<file path="src/rtl/cipher_byte_stage.sv">
// Byte FIFO between uart_rx and uart_tx; each popped byte is XORed with a
// 16-bit Galois LFSR keystream when CIPHER_KEYSTREAM_EN is defined, else passed through.
module cipher_byte_stage #(
  parameter int          FIFO_DEPTH   = 4,
  parameter logic [15:0] LFSR_SEED    = 16'hACE1,
  parameter logic [15:0] LFSR_TAPS    = 16'hB400,
  parameter int          BUSY_TIMEOUT = 4
) (
  input  logic        clk,
  input  logic        rst,
  input  logic [7:0]  in_data,
  input  logic        in_valid,
  input  logic        key_load,
  input  logic [15:0] key_in,
  input  logic        tx_busy,
  output logic [7:0]  tx_data,
  output logic        tx_start,
  output logic        fifo_empty,
  output logic        fifo_full,
  output logic        overflow,
  output logic [15:0] byte_count
);

  localparam int AW = $clog2(FIFO_DEPTH);
  localparam int CW = AW + 1;
  localparam int TW = $clog2(BUSY_TIMEOUT + 1);
  localparam logic [CW-1:0] FULL_CNT = CW'(FIFO_DEPTH);
  localparam logic [TW-1:0] TO_LAST  = TW'(BUSY_TIMEOUT - 1);

  typedef enum logic [1:0] {IDLE, LAUNCH, WAIT_BUSY, WAIT_IDLE} state_t;

  state_t        state;
  logic [7:0]    mem [FIFO_DEPTH];
  logic [AW-1:0] wr_ptr, rd_ptr;
  logic [CW-1:0] count;
  logic [TW-1:0] to_cnt;
  logic          pop, push;
  logic [7:0]    head, cipher;

  assign pop  = (state == IDLE) && !fifo_empty;
  // A full FIFO still accepts a byte in the same cycle a pop frees a slot.
  assign push = in_valid && (!fifo_full || pop);
  assign head = mem[rd_ptr];

`ifdef CIPHER_KEYSTREAM_EN
  logic [15:0] lfsr;

  assign cipher = head ^ lfsr[7:0];

  // Key load overrides the step; zero maps to the seed so the LFSR never locks up.
  always_ff @(posedge clk) begin
    if (rst)
      lfsr <= LFSR_SEED;
    else if (key_load)
      lfsr <= (key_in == 16'h0000) ? LFSR_SEED : key_in;
    else if (pop)
      lfsr <= lfsr[0] ? ((lfsr >> 1) ^ LFSR_TAPS) : (lfsr >> 1);
  end
`else
  logic unused_key;

  assign cipher     = head;
  assign unused_key = ^{key_load, key_in, LFSR_SEED, LFSR_TAPS};
`endif

  always_ff @(posedge clk) begin
    if (push)
      mem[wr_ptr] <= in_data;
  end

  always_ff @(posedge clk) begin
    if (rst) begin
      wr_ptr     <= '0;
      rd_ptr     <= '0;
      count      <= '0;
      fifo_empty <= 1'b1;
      fifo_full  <= 1'b0;
      overflow   <= 1'b0;
    end else begin
      if (push)
        wr_ptr <= wr_ptr + 1'b1;
      if (pop)
        rd_ptr <= rd_ptr + 1'b1;
      if (in_valid && fifo_full && !pop)
        overflow <= 1'b1;
      case ({push, pop})
        2'b10: begin
          count      <= count + 1'b1;
          fifo_empty <= 1'b0;
          fifo_full  <= (count == FULL_CNT - 1'b1);
        end
        2'b01: begin
          count      <= count - 1'b1;
          fifo_full  <= 1'b0;
          fifo_empty <= (count == CW'(1));
        end
        default: ;
      endcase
    end
  end

  always_ff @(posedge clk) begin
    if (rst) begin
      state      <= IDLE;
      tx_data    <= 8'h00;
      tx_start   <= 1'b0;
      byte_count <= 16'h0000;
      to_cnt     <= '0;
    end else begin
      tx_start <= 1'b0;
      case (state)
        IDLE: begin
          if (pop) begin
            tx_data  <= cipher;
            tx_start <= 1'b1;
            state    <= LAUNCH;
          end
        end
        LAUNCH: begin
          byte_count <= byte_count + 16'd1;
          to_cnt     <= '0;
          state      <= WAIT_BUSY;
        end
        // No busy response within the window: the byte is treated as lost.
        WAIT_BUSY: begin
          if (tx_busy)
            state <= WAIT_IDLE;
          else if (to_cnt == TO_LAST)
            state <= IDLE;
          else
            to_cnt <= to_cnt + 1'b1;
        end
        WAIT_IDLE: begin
          if (!tx_busy)
            state <= IDLE;
        end
        default: state <= IDLE;
      endcase
    end
  end

endmodule

</file>
<file path="config.mk">
export PLATFORM = sky130hd
export DESIGN_NAME = cipher_byte_stage
export DESIGN_NICKNAME = d
export VERILOG_FILES = /design/src/rtl/cipher_byte_stage.sv
export SDC_FILE = /design/constraint.sdc
export NUM_CORES = 1
export LEC_CHECK = 0
export ABC_AREA = 0
export BUFFER_PORTS_ARGS = -buffer_cell sky130_fd_sc_hd__clkbuf_2
export CAP_MARGIN = 20
export CELL_PAD_IN_SITES_DETAIL_PLACEMENT = 1
export CELL_PAD_IN_SITES_GLOBAL_PLACEMENT = 1
export CORE_MARGIN = 2
export CORE_UTILIZATION = 46
export DETAILED_ROUTE_END_ITERATION = 16
export PLACE_DENSITY_LB_ADDON = 0.1
export SETUP_SLACK_MARGIN = 0.05
export SYNTH_ARGS = -nofsm -noshare
export SYNTH_HDL_FRONTEND = slang
export SYNTH_SLANG_ARGS = --single-unit
</file>
<file path="constraint.sdc">
create_clock -name clk -period 5.25 [get_ports clk]
set_input_delay 0.525 -clock clk [delete_from_list [all_inputs] [get_ports clk]]
set_output_delay 0.525 -clock clk [all_outputs]
set_load 0.05 [all_outputs]
</file>
==> results of run 1 <==
[flip-flops by register name, indices dropped and copies added, names as in the netlist]
| register | flops |
|---|---|
| state | 2 |
| fifo_empty | 1 |
| mem | 32 |
| rd_ptr | 2 |
| to_cnt | 3 |
| tx_data | 8 |
| fifo_full | 1 |
| tx_start | 1 |
| byte_count | 16 |
| overflow | 1 |
| wr_ptr | 2 |
| count | 3 |
[stage by stage]
stage          total power, uW  instances  util [%]  setup WS, ns  hold WS, ns
3_3_place_gp             886.6        358     51.11         2.849       0.4444
6_report                  1339        374     54.40         2.827       0.3830
4_1_cts                   1356        374     54.40         2.755       0.3720
5_1_grt                   1403        374     54.40         2.607       0.3813
3_5_place_dp             896.6        358     51.11         2.808       0.4499
2_1_floorplan            839.7        255         -         3.099       0.4652
[report_power, final]
part | switching, uW | internal, uW | total, uW
clock | 229 | 228 | 458
sequential | 36.6 | 626 | 662
combinational | 139 | 80.3 | 219
total | 404 | 934 | 1340
[cell families (layout without fill, tap and decap cells)]
kind of cell	Yosys count	in the layout	share of synthesized area, %
simple gates	92	92	15.34
flops	72	72	58.84
compound gates	29	29	5.683
buf+inv	23	65	3.218
xor+xnor	15	15	4.388
fa+ha+maj	13	13	5.433
mux	11	11	7.104
[layout make-up]
| type | instances | area (sq um) |
|---|---|---|
| well taps | 77 | 96.34 |
| repair buffers | 39 | 195.2 |
| clock inverters | 7 | 83.83 |
| inverters | 10 | 37.54 |
| multi-input cells | 160 | 1136 |
| fillers | 693 | 2879 |
| clock buffers | 9 | 123.9 |
| flip-flops and latches | 72 | 1762 |
[cell usage in the layout (no fill, tap or decap), types with 3 or more instances in the layout]
cell type	count
inv_6	3
ha_1	13
dfxtp_1	40
nand2b_1	3
nand3_1	6
a21oi_1	21
and4_1	4
clkbuf_8	9
clkbuf_2	39
or3_1	4
nand2_1	27
edfxtp_1	32
xnor2_1	3
inv_1	10
nor2_1	26
and2_1	7
nor2b_1	5
xor2_1	12
nand4_1	4
o21ai_0	3
mux4_2	8
[worst paths after layout]
| path | from | to | slack, ns |
|---|---|---|---|
| max | state[1]$_SDFFE_PP0P_ | count[2]$_SDFFE_PP0P_ | 2.83 |
| min | in_data[6] | mem[3][6]$_DFFE_PP_ | 0.38 |
| max reg2reg | state[1]$_SDFFE_PP0P_ | count[2]$_SDFFE_PP0P_ | 2.83 |
| min reg2reg | tx_data[7]$_SDFFE_PP0P_ | tx_data[7]$_SDFFE_PP0P_ | 0.46 |
[worst max-delay path, delay by kind of cell, from the launching register on]
| kind | cells | cell delay [ns] |
|---|---|---|
| AND/OR/NAND/NOR | 3 | 0.94 |
| buffers and inverters | 1 | 0.44 |
| flip-flops | 1 | 0.37 |
| adder cells (fa/ha/maj) | 1 | 0.32 |
| AO/OA/AOI/OAI | 2 | 0.28 |
[routing by layer]
| layer | share of wire (%) | track usage, % |
|---|---|---|
| met4 | 1.4 | 7.792 |
| met2 | 49 | 28.42 |
| met5 | 0 | 0 |
| met3 | 4.1 | 3.638 |
| met1 | 45 | 22.52 |
==> results.yml, run 1 <==
clocking:
  postCtsHoldBufs: 0
  cts_buffers: 9
  cts_setup_buffers: 0
  clock_latency_ns: 0.35
  cts_tree: "built"
  cts_sinks: 72
  htreeDepth: 3
  clockBufferDepth: 2
  post_cts_resized: 0
  root_buffer: "clkbuf_8"
  clk_pin_slew_ns: 0.09
critical_path:
  path_max_fanout: 13
  cp.arrival_ns: 2.69
  required_ns: 5.52
  critPathMaxStageDelay_ns: 0.65
  r2r_cells: 7
  cp-start-kind: "flip-flop"
  path_class: "reg -> reg"
  crit_slowest_cell: "or3_1"
  crit_chain: "or3_1, inv_1, ha_1, nor2b_1, a21oi_1, o22a_1, nor2_1"
  critPathCaptureType: "flip-flop"
floorplan:
  die_w_um: 84.68
  dieArea_sq_um: 7171
  core_area_sq_um: 6314
  die_y_um: 84.68
  start_util_pct: 47.42
  pin_count: 57
  rows: 29
routing:
  viasPerCell: 5.155
  wl_um: 5790
  dr.pass1.iters: 4
  route.detailed.drc: 0
  vias: 1928
  ant_nets: 0
  drt-initial-drc-count: 41
  wl_per_cell_um: 15.48
min_path:
  hold_path_class: "in -> reg"
  hold_depth: 1
timing:
  fin_skew_ns: 0.01555
  tns_ns: 0
  fmax_mhz: 412.6
  tightest_slew_ns: 0.8810
  hold_viol: 0
  slew-limit-headroom_pct: 41.27
  finalCriticalPeriod_ns: 2.423
  fin_crit_sh_pct: 46.16
  final-setup-viol-count: 0
  rsz0062_at_grt: "false"
  slew_viol_final: 0
finish:
  area_delta_synth_final_pct: 14.71
  drive_gt1_share_pct: 22.56
  fin_area_sq_um: 3435
  num-nets-final: 334
  n_antenna_cell: 0
run:
  timing.max_cap.violations: 0
synth:
  postSynthCellCount: 255
  synth_flop_cell: "dfxtp_1"
  yosysSeqAreaShare_pct: 58.84
  yosys-top-cells-count: "dfxtp_1 (40), edfxtp_1 (32), nand2_1 (27)"
  async_flop_share_pct: 0
  yosysUniqueCellTypes: 36
  syn_avg_cell_area_sq_um: 11.74
  synth_most_common_cell: "dfxtp_1"
  synth_top_cell_by_area: "edfxtp_1"
  synth_seq_cells: 72
  yosysWarnings: 0
  ys_top_cells_by_area: "edfxtp_1 (32%), dfxtp_1 (27%), mux4_2 (6.0%)"
  synth-edff-count: 32
  synth_nets: 297
  synth_area_sq_um: 2994
  synth_top_area_share_pct: 32.09
global_route:
  grt_use_total_pct: 17.45
  grt_first_pass_wirelength_um: 9687
  overflow: 0
  grt_pass1_vias: 1984
  grt_antenna_before_repair: 0
  grt_start_max_net_pins: 44
placement:
  dp_hpwl_um: 4013
  gp_congestion: 0.7428
  dpl-instance-area_sq_um: 3227
  numPortBuffers: 39
power:
  ir_drop_uv: 241.4
  cellPowerDensity_nw_per_um2: 389.8
  p_leak_uw: 0.001339
run_status:
  status: "finished, final reports clean"
No activity file was read; power rests on OpenSTA's default activity.
==> run 2: changes to the inputs <==
--- a/config.mk
+++ b/config.mk
@@ -5,13 +5,13 @@
 export SDC_FILE = /design/constraint.sdc
 export NUM_CORES = 1
 export LEC_CHECK = 0
-export ABC_AREA = 0
+export ABC_AREA = 1
 export BUFFER_PORTS_ARGS = -buffer_cell sky130_fd_sc_hd__clkbuf_2
 export CAP_MARGIN = 20
 export CELL_PAD_IN_SITES_DETAIL_PLACEMENT = 1
 export CELL_PAD_IN_SITES_GLOBAL_PLACEMENT = 1
 export CORE_MARGIN = 2
-export CORE_UTILIZATION = 46
+export CORE_UTILIZATION = 41
 export DETAILED_ROUTE_END_ITERATION = 16
 export PLACE_DENSITY_LB_ADDON = 0.1
 export SETUP_SLACK_MARGIN = 0.05
==> constraint.sdc (replaced) <==
create_clock -name clk -period 2.5 [get_ports clk]
set_input_delay 0.25 -clock clk [delete_from_list [all_inputs] [get_ports clk]]
set_output_delay 0.25 -clock clk [all_outputs]
set_load 0.05 [all_outputs]
==> results.yml, run 2 <==
synth:
  yosysUniqueCellTypes: 32
  synth_area_sq_um: 3167
  synth_top_family_by_area: "simple AND/OR/NAND/NOR gates"
  synth_top_cell_by_area: "edfxtp_1"
  synth_seq_cells: 72
  yosysSeqAreaShare_pct: 55.63
  synth_flop_cell: "dfxtp_1"
  yosys-top-cells-count: "nor2_1 (80), inv_1 (45), o21ai_0 (41)"
  synth-compound-area-share_pct: 10.67
  synth-edff-count: 32
  yosysWarnings: 0
  synth_most_common_cell: "nor2_1"
  synth_top_area_share_pct: 30.34
  ys_top_cells_by_area: "edfxtp_1 (30%), dfxtp_1 (25%), nor2_1 (9.5%)"
  synth_nets: 397
  synth_fa_ha_area_share_pct: 5.136
  postSynthCellCount: 355
  synthSimpleGateAreaFrac_pct: 19.95
  syn_avg_cell_area_sq_um: 8.921
  async_flop_share_pct: 0
  muxShareOfSynthArea_pct: 0
  synth_xor_xnor_area_share_pct: 1.383
min_path:
  hold_depth: 1
  hold_path_class: "in -> reg"
critical_path:
  critPathCaptureType: "flip-flop"
  r2r_cells: 8
  cp-start-kind: "flip-flop"
  path_max_fanout: 10
  path_class: "reg -> reg"
  cp.arrival_ns: 2.15
  required_ns: 2.75
finish:
  final_common_cell: "nor2_1"
  top_register: "mem"
  final_core_util_pct: 49.00
  drive_gt1_share_pct: 17.40
  fin_area_sq_um: 3727
  reg_top3: "mem (32), byte_count (16), tx_data (8)"
  area_delta_synth_final_pct: 17.70
  instances_no_fill: 510
  largest_register_ffs: 32
  layout_common_cells: "nor2_1 (80), inv_1 (45), o21ai_0 (41), dfxtp_1 (40), clkbuf_2 (39)"
  num-nets-final: 445
  n_antenna_cell: 0
timing:
  fin_skew_ns: 0.01323
  slew-limit-headroom_pct: 60.85
  fmax_mhz: 528.1
  finalCriticalPeriod_ns: 1.894
  slew_viol_final: 0
  timing.hold.ws_ns: 0.1198
  tightest_slew_ns: 0.5865
  rsz0062_at_grt: "false"
  hold_viol: 0
  fin_crit_sh_pct: 75.75
  tns_ns: 0
  final-setup-viol-count: 0
power:
  p_switching_uw: 1480
  p_int_uw: 2479
  p_leak_uw: 0.001610
  switching_share_pct: 37.39
  ir_drop_uv: 443.1
  cellPowerDensity_nw_per_um2: 1062
  pwr-share-seq_pct: 39.9
  p_comb_share_pct: 32.6
  p_clk_share_pct: 27.5
clocking:
  clock_latency_ns: 0.35
  root_buffer: "clkbuf_8"
  clk_pin_slew_ns: 0.08
  cts_sinks: 72
  htreeDepth: 3
  cts_setup_buffers: 0
  cts_buffers: 9
  clockBufferDepth: 2
  cts_tree: "built"
  postCtsHoldBufs: 0
  post_cts_resized: 0
global_route:
  grt_antenna_before_repair: 0
  grt_use_total_pct: 17.11
  grt_start_max_net_pins: 25
  grt_first_pass_wirelength_um: 11270
  overflow: 0
  grt_pass1_vias: 2418
run_status:
  status: "finished, final reports clean"
routing:
  wl_per_cell_um: 12.82
  wl_um: 6540
  drt-initial-drc-count: 64
  route.detailed.drc: 0
  viasPerCell: 4.839
  dr.pass1.iters: 4
  vias: 2468
  ant_nets: 0
floorplan:
  rows: 32
  pin_count: 57
  start_util_pct: 41.63
  die_w_um: 91.89
  dieArea_sq_um: 8443
  core_area_sq_um: 7607
  die_y_um: 91.89
placement:
  dpl-instance-area_sq_um: 3493
  gp_congestion: 0.6947
  dp_hpwl_um: 4666
  numPortBuffers: 39
  dp_cells: 494
run:
  timing.max_cap.violations: 0
==> run 2: cells by family after synthesis <==
group,after synthesis
xor gates and xnor gates,5
DFF,72
adders and majority gates,13
AOI/OAI and AO/OA,63
buffers and inverters,56
and+or+nand+nor,146
==> run 2: power groups by stage <==
stage | sequential (uW) | clock, uW | combinational, uW
finish | 1580 | 1090 | 1290
global route | 1610 | 1160 | 1450
CTS | 1580 | 1120 | 1320
detailed placement | 1610 | 0 | 1310
global placement | 1600 | 0 | 1280
floorplan | 1890 | 0 | 678
==> run 2: area by class of cell <==
class,count,area (sq um)
Fill cell,907,3880
Sequential cell,72,1762
Multi-Input combinational cell,227,1176
Timing Repair Buffer,47,255.2
Inverter,46,172.7
Clock buffer,10,127.6
Tap cell,102,127.6
Clock inverter,6,106.4
==> run 2: metrics by stage <==
step	power, uW	worst slack, ns
after floorplan	2568	0.6352
after global placement	2876	0.6658
after detailed placement	2920	0.6057
after CTS	4019	0.5881
after global routing	4221	0.4340
final	3960	0.6063
==> run 2: path summary, 6_finish.rpt <==
| check | end | startpoint | slack, ns |
|---|---|---|---|
| worst max register to register | count[2]$_SDFFE_PP0P_ | state[0]$_SDFFE_PP0P_ | 0.61 |
| worst min-delay path | mem[2][2]$_DFFE_PP_ | in_data[2] | 0.12 |
| worst max-delay path | count[2]$_SDFFE_PP0P_ | state[0]$_SDFFE_PP0P_ | 0.61 |
| worst min register to register | to_cnt[0]$_SDFFE_PP0P_ | to_cnt[0]$_SDFFE_PP0P_ | 0.46 |
==> run 2: routing by layer <==
metal,vias up,part of all wire (%),GRT usage [%]
met2,32,52,30.15
met3,7,3.5,3.533
met1,1170,43,20.28
li1,1259,-,-
met5,-,0,0
met4,0,1.3,7.090
==> run 2: critical path: stages, from the launching register on <==
cell	delay [ns]
dfxtp_1	0.51
nor2_2	0.08
nand2_1	0.15
nand2_1	0.08
nand2_2	0.17
ha_1	0.33
inv_1	0.15
o21ai_0	0.10
a211oi_1	0.22
==> run 3: changes to the inputs <==
--- a/config.mk
+++ b/config.mk
@@ -5,13 +5,13 @@
 export SDC_FILE = /design/constraint.sdc
 export NUM_CORES = 1
 export LEC_CHECK = 0
-export ABC_AREA = 1
+export ABC_AREA = 0
 export BUFFER_PORTS_ARGS = -buffer_cell sky130_fd_sc_hd__clkbuf_2
 export CAP_MARGIN = 20
 export CELL_PAD_IN_SITES_DETAIL_PLACEMENT = 1
 export CELL_PAD_IN_SITES_GLOBAL_PLACEMENT = 1
 export CORE_MARGIN = 2
-export CORE_UTILIZATION = 41
+export CORE_UTILIZATION = 39
 export DETAILED_ROUTE_END_ITERATION = 16
 export PLACE_DENSITY_LB_ADDON = 0.1
 export SETUP_SLACK_MARGIN = 0.05
==> constraint.sdc (replaced) <==
create_clock -name clk -period 1.65 [get_ports clk]
set_input_delay 0.165 -clock clk [delete_from_list [all_inputs] [get_ports clk]]
set_output_delay 0.165 -clock clk [all_outputs]
set_load 0.05 [all_outputs]
==> results.yml, run 3 (synthesized netlist as in run 1, its figures left out) <==
global_route:
  grt_antenna_before_repair: 0
  grt_pass1_vias: 1981
  grt_first_pass_wirelength_um: 9867
  overflow: 0
  grt_use_total_pct: 15.25
  grt_start_max_net_pins: 25
routing:
  drt-initial-drc-count: 46
  route.detailed.drc: 0
  dr.pass1.iters: 4
  wl_per_cell_um: 14.18
  vias: 1983
  viasPerCell: 4.825
  ant_nets: 0
  wl_um: 5827
run_status:
  status: "finished with violations"
  violations: "negative setup slack"
timing:
  worst_slack_ns: -0.06494
  fin_skew_ns: 0.01174
  final-setup-viol-count: 13
  slew_viol_final: 0
  fmax_mhz: 583.1
  rsz0062_at_grt: "true"
  timing.hold.ws_ns: 0.02778
  slew-limit-headroom_pct: 67.35
  hold_viol: 0
  finalCriticalPeriod_ns: 1.715
  tightest_slew_ns: 0.4898
  fin_crit_sh_pct: 103.9
critical_path:
  crit_buf_inv: 1
  cp_top_family: "simple AND/OR/NAND/NOR gates"
  crit_chain: "or3_4, a21boi_4, inv_2, ha_4, nor2b_4, a21oi_2, o22a_1, nor2_1"
  critPathCaptureType: "flip-flop"
  cp.arrival_ns: 1.93
  r2r-start: "state[1]$_SDFFE_PP0P_"
  required_ns: 1.87
  crit_slowest_cell: "or3_4"
  cp-start-kind: "flip-flop"
  path_max_fanout: 5
  critPathMaxStageDelay_ns: 0.42
  startpoint: "state[1]$_SDFFE_PP0P_"
  r2r_slack_ns: -0.06
  path_class: "reg -> reg"
power:
  switching_share_pct: 30.04
  p_int_uw: 3082
  p_clk_share_pct: 33.1
  cellPowerDensity_nw_per_um2: 1191
  pwr-share-seq_pct: 47.0
  p_comb_share_pct: 19.9
  p_switching_uw: 1323
  p_leak_uw: 0.001439
  ir_drop_uv: 573.1
finish:
  n_antenna_cell: 0
  final_common_cell: "clkbuf_2"
  drive_gt1_share_pct: 36.22
  instances_no_fill: 411
  fin_area_sq_um: 3700
  area_delta_synth_final_pct: 23.57
  largest_register_ffs: 32
  fillers: 809
  layout_common_cells: "clkbuf_2 (39), edfxtp_1 (32), nand2_1 (27), nor2_1 (26), dfxtp_1 (26)"
  multiInputGateArea_sq_um: 1221
  reg_top3: "mem (32), byte_count (16), tx_data (8)"
  num-nets-final: 349
  top_register: "mem"
  ff_latch_area_sq_um: 1782
min_path:
  min-delay-start: "in_data[7]"
  hold_path_class: "in -> reg"
floorplan:
  pin_count: 57
  rows: 31
  die_w_um: 91.62
  start_util_pct: 40.84
  dieArea_sq_um: 8394
  core_area_sq_um: 7331
  die_y_um: 91.62
run:
  timing.max_cap.violations: 0
clocking:
  clk_pin_slew_ns: 0.09
  postCtsHoldBufs: 0
  cts_sinks: 72
  cts_buffers: 9
  clock_latency_ns: 0.35
  clockBufferDepth: 2
  htreeDepth: 3
  cts_tree: "built"
  root_buffer: "clkbuf_8"
placement:
  numPortBuffers: 39
  dpl-instance-area_sq_um: 3427
  dp_cells: 392
  dp_hpwl_um: 4130
  gp_congestion: 0.6976
==> run 3: stage by stage <==
step           power, uW  worst slack (ns)  utilization (%)  TNS [ns]
6_report            4405          -0.06494            50.47   -0.1510
5_1_grt             4644           -0.1216            50.47    -1.355
4_1_cts             4458          -0.06215            50.01   -0.2434
3_5_place_dp        2947          -0.08133            46.75    -1.045
3_3_place_gp        2932          -0.06210            46.75   -0.6581
2_1_floorplan       2725           -0.1831                -   -0.7758
==> run 3: power by group through the flow <==
stage / clock network, uW / logic, uW / registers (uW)
2_1_floorplan: 0 / 480 / 2240
3_3_place_gp: 0 / 824 / 2110
3_5_place_dp: 0 / 834 / 2110
4_1_cts: 1510 / 873 / 2070
5_1_grt: 1580 / 970 / 2090
6_report: 1460 / 874 / 2070
==> run 3: worst register-to-register path, cell delays in order, from the launching register on <==
cell and delay (ns):
dfxtp_2 0.33, or3_4 0.42, a21boi_4 0.16, inv_2 0.08
ha_4 0.18, nor2b_4 0.13, a21oi_2 0.12, o22a_1 0.13
nor2_1 0.03
==> run 3: path summary, 6_finish.rpt <==
check                                                to  depth (start not counted)
worst max-delay path              count[2]$_SDFFE_PP0P_                          8
worst min-delay path                mem[1][7]$_DFFE_PP_                          1
worst max register to register    count[2]$_SDFFE_PP0P_                          8
worst min register to register  tx_data[6]$_SDFFE_PP0P_                          2
==> run 3: repair_timing <==
action | CTS | global route
buffers inserted | 2 | 2
endpoints found under the hold margin | 0 | 0
setup endpoints to repair | 37 | 43
gates resized for setup | 9 | 8
pin swaps | 5 | 0
==> run 3: final cells by class <==
cell class | instances | share of cell area, %
Sequential cell | 72 | 48.16
Multi-Input combinational cell | 160 | 33.01
Timing Repair Buffer | 54 | 8.860
Clock buffer | 9 | 3.348
Tap cell | 99 | 3.348
Clock inverter | 7 | 2.266
Inverter | 10 | 1.015
==> run 3: per-layer routing <==
metal	share of wire, %	global-route usage, %	routed length (um)
met5	0	0	0
met4	1.8	7.576	104
met3	3.5	3.862	206
met2	49	24.20	2844
met1	46	19.36	2672
